## src/rtl/fcs_mpc_pkg.sv

```systemverilog
// Shared widths, FSM state encoding and arithmetic helpers for the FCS-MPC boost controller.
package fcs_mpc_pkg;

  localparam int unsigned W_DEF  = 8;
  localparam int unsigned KW_DEF = 8;
  localparam int unsigned PW     = W_DEF + KW_DEF + 2;
  localparam int unsigned CW     = W_DEF + 4;

  typedef logic [2:0] state_t;
  localparam state_t IDLE   = 3'd0;
  localparam state_t SAMPLE = 3'd1;
  localparam state_t PRED0  = 3'd2;
  localparam state_t PRED1  = 3'd3;
  localparam state_t DECIDE = 3'd4;

  function automatic logic [31:0] abs32(input logic signed [31:0] x);
    return (x < 0) ? 32'(-x) : 32'(x);
  endfunction

  function automatic logic [31:0] sat_cw(input logic [31:0] x, input int unsigned cw);
    logic [31:0] lim;
    lim = (32'd1 << cw) - 32'd1;
    return (x > lim) ? lim : x;
  endfunction

endpackage

```

## src/rtl/fcs_mpc_predict.sv

```systemverilog
// One-step prediction of iL/vc for switch state s_i and the resulting saturated cost.
module fcs_mpc_predict
  import fcs_mpc_pkg::*;
#(
  parameter int unsigned W      = W_DEF,
  parameter int unsigned FRAC   = 6,
  parameter int unsigned K_L    = 16,
  parameter int unsigned K_C    = 8,
  parameter int unsigned LAMBDA = 32
) (
  input  logic          s_i,
  input  logic          mode_i,
  input  logic [W-1:0]  il_i,
  input  logic [W-1:0]  vc_i,
  input  logic [W-1:0]  vg_i,
  input  logic [W-1:0]  io_i,
  input  logic [W-1:0]  iref_i,
  input  logic [W-1:0]  vref_i,
  output logic [CW-1:0] cost_c
);

  logic signed [PW-1:0] il_s, vc_s, vg_s, io_s, iref_s, vref_s;
  logic signed [PW-1:0] kl_s, kc_s, dv, di, ilp, vcp;
  logic [31:0] gi, gv, sum;

  always_comb begin
    il_s   = signed'(PW'(il_i));
    vc_s   = signed'(PW'(vc_i));
    vg_s   = signed'(PW'(vg_i));
    io_s   = signed'(PW'(io_i));
    iref_s = signed'(PW'(iref_i));
    vref_s = signed'(PW'(vref_i));
    kl_s   = signed'(PW'(K_L));
    kc_s   = signed'(PW'(K_C));
    // S=1 shorts the inductor to ground and disconnects it from the capacitor
    dv  = s_i ? vg_s : vg_s - vc_s;
    di  = s_i ? -io_s : il_s - io_s;
    ilp = il_s + ((kl_s * dv) >>> FRAC);
    vcp = vc_s + ((kc_s * di) >>> FRAC);
    gi  = abs32(32'(iref_s - ilp));
    gv  = (32'(LAMBDA) * abs32(32'(vref_s - vcp))) >> FRAC;
    sum = gi + (mode_i ? gv : 32'd0);
    cost_c = CW'(sat_cw(sum, CW));
  end

endmodule

```

## src/rtl/fcs_mpc_core.sv

```systemverilog
// FCS-MPC boost-converter controller: periodic sampling, two-state prediction,
// cost-based switch selection with minimum dwell and sticky overcurrent protection.
module fcs_mpc_core
  import fcs_mpc_pkg::*;
#(
  parameter int unsigned W          = W_DEF,
  parameter int unsigned KW         = KW_DEF,
  parameter int unsigned FRAC       = 6,
  parameter int unsigned K_L        = 16,
  parameter int unsigned K_C        = 8,
  parameter int unsigned LAMBDA     = 32,
  parameter int unsigned SAMPLE_DIV = 100,
  parameter int unsigned MIN_DWELL  = 1,
  parameter int unsigned I_MAX      = 240
) (
  input  logic          wb_clk_i,
  input  logic          wb_rst_ni,
  input  logic          en_i,
  input  logic          mode_i,
  input  logic [W-1:0]  iL_i,
  input  logic [W-1:0]  vc_i,
  input  logic [W-1:0]  vg_i,
  input  logic [W-1:0]  io_i,
  input  logic [W-1:0]  iref_i,
  input  logic [W-1:0]  vref_i,
  input  logic          fault_clr_i,
  output logic          u_o,
  output logic          io_oeb_o,
  output logic          u_valid_o,
  output logic          fault_o,
  output logic [CW-1:0] cost_o
);

  localparam int unsigned DIVW = $clog2(SAMPLE_DIV);
  localparam int unsigned DWW  = $clog2(MIN_DWELL + 1);

  if (SAMPLE_DIV < 6 || MIN_DWELL < 1 || W != W_DEF || KW != KW_DEF) begin : g_param_check
    $error("fcs_mpc_core: illegal parameter set");
  end

  state_t          state_q, state_d;
  logic [DIVW-1:0] div_q, div_d;
  logic [DWW-1:0]  dwell_q, dwell_d;
  logic [W-1:0]    il_q, il_d, vc_q, vc_d, vg_q, vg_d, io_q, io_d;
  logic [W-1:0]    iref_q, iref_d, vref_q, vref_d;
  logic            mode_q, mode_d;
  logic [CW-1:0]   cost0_q, cost0_d, cost1_q, cost1_d, cost_q, cost_d;
  logic            u_q, u_d, oeb_q, oeb_d, valid_q, valid_d, fault_q, fault_d;
  logic            tick_c, trip_c, cand_c, u_new_c;
  logic [CW-1:0]   cost_pred_c;

  fcs_mpc_predict #(
    .W(W), .FRAC(FRAC), .K_L(K_L), .K_C(K_C), .LAMBDA(LAMBDA)
  ) u_predict (
    .s_i   (state_q == PRED1),
    .mode_i(mode_q),
    .il_i  (il_q),
    .vc_i  (vc_q),
    .vg_i  (vg_q),
    .io_i  (io_q),
    .iref_i(iref_q),
    .vref_i(vref_q),
    .cost_c(cost_pred_c)
  );

  always_comb begin
    state_d = state_q;
    div_d   = '0;
    dwell_d = dwell_q;
    il_d = il_q; vc_d = vc_q; vg_d = vg_q; io_d = io_q;
    iref_d = iref_q; vref_d = vref_q; mode_d = mode_q;
    cost0_d = cost0_q; cost1_d = cost1_q; cost_d = cost_q;
    u_d = u_q; valid_d = 1'b0; oeb_d = ~en_i; fault_d = fault_q;

    tick_c = en_i && (div_q == DIVW'(SAMPLE_DIV - 1));
    trip_c = il_q > W'(I_MAX);
    if (cost1_q < cost0_q)      cand_c = 1'b1;
    else if (cost0_q < cost1_q) cand_c = 1'b0;
    else                        cand_c = u_q;
    u_new_c = (cand_c != u_q && dwell_q < DWW'(MIN_DWELL)) ? u_q : cand_c;
    if (trip_c || fault_q) u_new_c = 1'b0;

    if (en_i) div_d = tick_c ? '0 : div_q + DIVW'(1);
    if (fault_clr_i && iL_i <= W'(I_MAX)) fault_d = 1'b0;

    if (!en_i) begin
      state_d = IDLE;
      u_d     = 1'b0;
    end else begin
      case (state_q)
        IDLE:   if (tick_c) state_d = SAMPLE;
        SAMPLE: begin
          il_d = iL_i; vc_d = vc_i; vg_d = vg_i; io_d = io_i;
          iref_d = iref_i; vref_d = vref_i; mode_d = mode_i;
          state_d = PRED0;
        end
        PRED0: begin
          cost0_d = cost_pred_c;
          state_d = PRED1;
        end
        PRED1: begin
          cost1_d = cost_pred_c;
          state_d = DECIDE;
        end
        DECIDE: begin
          u_d     = u_new_c;
          cost_d  = u_new_c ? cost1_q : cost0_q;
          valid_d = 1'b1;
          if (u_new_c != u_q)                dwell_d = DWW'(1);
          else if (dwell_q < DWW'(MIN_DWELL)) dwell_d = dwell_q + DWW'(1);
          // a trip in the deciding cycle overrides a concurrent clear
          if (trip_c) fault_d = 1'b1;
          state_d = IDLE;
        end
        default: state_d = IDLE;
      endcase
    end
  end

  always_ff @(posedge wb_clk_i) begin
    if (!wb_rst_ni) begin
      state_q <= IDLE;
      div_q   <= '0;
      dwell_q <= DWW'(MIN_DWELL);
      il_q <= '0; vc_q <= '0; vg_q <= '0; io_q <= '0;
      iref_q <= '0; vref_q <= '0; mode_q <= 1'b0;
      cost0_q <= '0; cost1_q <= '0; cost_q <= '0;
      u_q <= 1'b0; oeb_q <= 1'b1; valid_q <= 1'b0; fault_q <= 1'b0;
    end else begin
      state_q <= state_d;
      div_q   <= div_d;
      dwell_q <= dwell_d;
      il_q <= il_d; vc_q <= vc_d; vg_q <= vg_d; io_q <= io_d;
      iref_q <= iref_d; vref_q <= vref_d; mode_q <= mode_d;
      cost0_q <= cost0_d; cost1_q <= cost1_d; cost_q <= cost_d;
      u_q <= u_d; oeb_q <= oeb_d; valid_q <= valid_d; fault_q <= fault_d;
    end
  end

  assign u_o       = u_q;
  assign io_oeb_o  = oeb_q;
  assign u_valid_o = valid_q;
  assign fault_o   = fault_q;
  assign cost_o    = cost_q;

endmodule

```

## config.mk

```make
export PLATFORM = sky130hd
export DESIGN_NAME = fcs_mpc_core
export DESIGN_NICKNAME = d
export VERILOG_FILES = /design/src/rtl/fcs_mpc_pkg.sv /design/src/rtl/fcs_mpc_predict.sv /design/src/rtl/fcs_mpc_core.sv
export SDC_FILE = /design/constraint.sdc
export NUM_CORES = 1
export LEC_CHECK = 0
export BUFFER_PORTS_ARGS = -buffer_cell sky130_fd_sc_hd__buf_2
export CORE_UTILIZATION = 50
export DETAILED_ROUTE_END_ITERATION = 10
export PLACE_DENSITY = 0.78
export SYNTH_ARGS = -nofsm -noshare
export SYNTH_HDL_FRONTEND = slang
export SYNTH_HIERARCHICAL = 1
export SYNTH_SLANG_ARGS = --single-unit
```

## constraint.sdc

```tcl
create_clock -name wb_clk_i -period 14.1 [get_ports wb_clk_i]
set_clock_uncertainty 0.15 [all_clocks]
set_input_delay 4.23 -clock wb_clk_i [delete_from_list [all_inputs] [get_ports wb_clk_i]]
set_output_delay 4.23 -clock wb_clk_i [all_outputs]
set_load 0.05 [all_outputs]
```

==> flow_summary.ini <==
[synth]
syn_inst = 1137
synth_seq_area_share_pct = 22.7
yosysMostFrequentCell = nand2_1
netlist_top_cells_count = nand2_1, dfxtp_1, inv_1
ys_warn_count = 6
synth.area.top_cells = dfxtp_1, ha_1, nand2_1
synthArstFlopShare_pct = 0
yosysUniqueCellTypes = 81
synth.top_cell.area_share_pct = 22.7
synth-seq-cells = 100
synth_edf_count = 0
syn_area_per_cell_um2 = 7.76
yosys.area.top_type = dfxtp_1
ys.flop_type = dfxtp_1
synth_area_um2 = 8820

[floorplanning]
die-area_um2 = 18200
fp.dieW_um = 135
num_io_pins = 69
placementRows = 48
start_util_pct = 51.2
fp.dieH_um = 135
core_area_um2 = 17200

[timing]
setup_tns_ns = 0
clock.fmax_ghz = 0.123
fin_crit_sh_pct = 57.6
slew_violations = 0
worst_pin_slew_ns = 0.969
rsz0062_at_grt = no
slew_headroom_pct = 35.4
period_minus_slack_ns = 8.13
fin_ws_ns = 5.97
hold_viol_final = 0
finalSetupViolCount = 0

[worst_setup_path]
path_common_cell = a21oi_1
start_kind = flop
slowest_stage = a21oi_1
worst-path-max-fanout = 12
setup.worst_path.class = flop to flop
slowest_delay_ns = 0.66
cp-end-kind = flop
cp_data_required_time_ns = 14.18
cp_data_arrival_time_ns = 8.21

[route]
routed_via_density = 5.57
drt_iter0_markers = 454
drc = 0
via_count = 7988
drtAntennaViolNets = 0
wirelength_um = 20700
dr.pass1.iters = 7
routedWlPerCell_um = 14.4

[clock_network]
post_cts_resized = 0
cts_made_buffers = 9
holdBufCountCts = 0
cts_tree = done
path_clk_slew_ns = 0.07
clk_latency_ns = 0.36
clock_path_buffers = 2
cts_root_buf = clkbuf_16
numClockSinks = 100
postCtsSetupRepairBufs = 0
h-tree-depth = 3

[power_and_ir_drop]
power_density_nw_per_um2 = 61.5
p_leak_nw = 3.77
vdd_drop_max_v = 0.0000563
power_uw = 593

[global_routing]
grt_use_total_pct = 23.4
antenna_found_initial = 0
grt_overflow = 0
grt_pass1_vias = 7437
grt_pass1_wl_um = 34800
grt_max_degree = 81

[placement]
hpwl_um = 16100
dp_worst_setup_slack_ns = 6.05
gp_congestion = 0.938
io_buffers = 68

[layout]
fillers = 1619
drive_above_1_share_pct = 11.4
layout.nets = 1354
antenna_cells = 0
area_delta_synth_final_pct = 9.32

[worst_hold_path]
hold_path.class = flop to flop

[run]
drv_cap = 0

[run_status]
status = finished, final reports clean
[cell usage in the layout, fill, tap and decap left out, types with 11 or more instances in the layout]
cell type / count
nand2_1: 216
inv_1: 85
a21o_1: 11
xor2_1: 18
ha_1: 80
dfxtp_1: 100
a21oi_1: 51
nand3_1: 36
a21boi_0: 62
nand2b_1: 11
a211oi_1: 17
a21boi_1: 16
nor3_1: 23
nor2_1: 61
xnor2_1: 41
buf_2: 68
o21a_1: 14
o2111ai_1: 16
fa_1: 17
o21ai_0: 41
conb_1: 28
o211ai_1: 13
[report_power, final]
part / switching (mW) / internal [mW]
logic: 0.0393 / 0.0280
registers: 0.000290 / 0.283
clock network: 0.120 / 0.123
total: 0.159 / 0.434
[layer usage]
metal	GRT usage [%]	wire (um)	vias to the layer above	part of all wire (%)
met5	0	0	-	0
met4	7.49	426	0	2.1
met3	3.57	787	35	3.8
met2	40.1	9960	167	48
met1	30.0	9530	3691	46
li1	-	-	4095	-
[path summary, 6_finish.rpt]
path / from / end / slack [ns] / cells after the start
worst max-delay path: io_q[1]$_SDFFE_PN0P_ / cost1_q[6]$_SDFFE_PN0P_ / 5.97 / 30
worst max register to register: io_q[1]$_SDFFE_PN0P_ / cost1_q[6]$_SDFFE_PN0P_ / 5.97 / 30
worst min-delay path: iref_q[5]$_SDFFE_PN0P_ / iref_q[5]$_SDFFE_PN0P_ / 0.31 / 2
worst min register to register: iref_q[5]$_SDFFE_PN0P_ / iref_q[5]$_SDFFE_PN0P_ / 0.31 / 2
[kinds of logic (layout without fill, tap and decap cells)]
logic type	Yosys count	count (layout)	synth area share, %
xor gates and xnor gates	59	59	5.86
AOI/OAI and AO/OA	318	318	26.5
muxes	6	6	0.681
adders and majority gates	97	97	15.2
DFF	100	100	22.7
other	1	28	0.0425
buffers and inverters	130	175	6.30
and+or+nand+nor	426	426	22.8
[metrics by stage]
| step | utilization (%) | hold WS [ns] | cells | area [um2] |
|---|---|---|---|---|
| global route | 56.0 | 0.331 | 1434 | 9650 |
| detailed placement | 54.3 | 0.290 | 1418 | 9360 |
| floorplan | - | 0.280 | 1164 | 8930 |
| CTS | 56.0 | 0.307 | 1434 | 9650 |
| finish | 56.0 | 0.307 | 1434 | 9650 |
| global placement | 54.3 | 0.293 | 1418 | 9360 |
[critical path, delay by kind of cell (launching register included)]
kind,cells,cell delay [ns]
fa+ha+maj,4,1.57
simple gates,6,1.35
xor+xnor,1,0.16
compound gates,18,4.34
buf+inv,1,0.06
flops,1,0.36
[flip-flops by register name, summed over array words and instances, names as in the netlist, 3 cells and up]
name     count
vc_q         8
vg_q         8
vref_q       8
il_q         8
cost_o      12
cost0_q     12
cost1_q     12
state_q      3
io_q         8
div_q        7
iref_q       8
[cell type report]
class	instances	area (um2)	share of cell area [%]
clock inverter	7	60.1	0.623
tap	225	282	2.92
clock buffer	9	225	2.33
inverter	85	319	3.31
sequential	100	2000	20.8
multi-input combinational	934	6370	66.1
timing repair buffer	74	385	3.99
(Power assumes the default switching activity.)
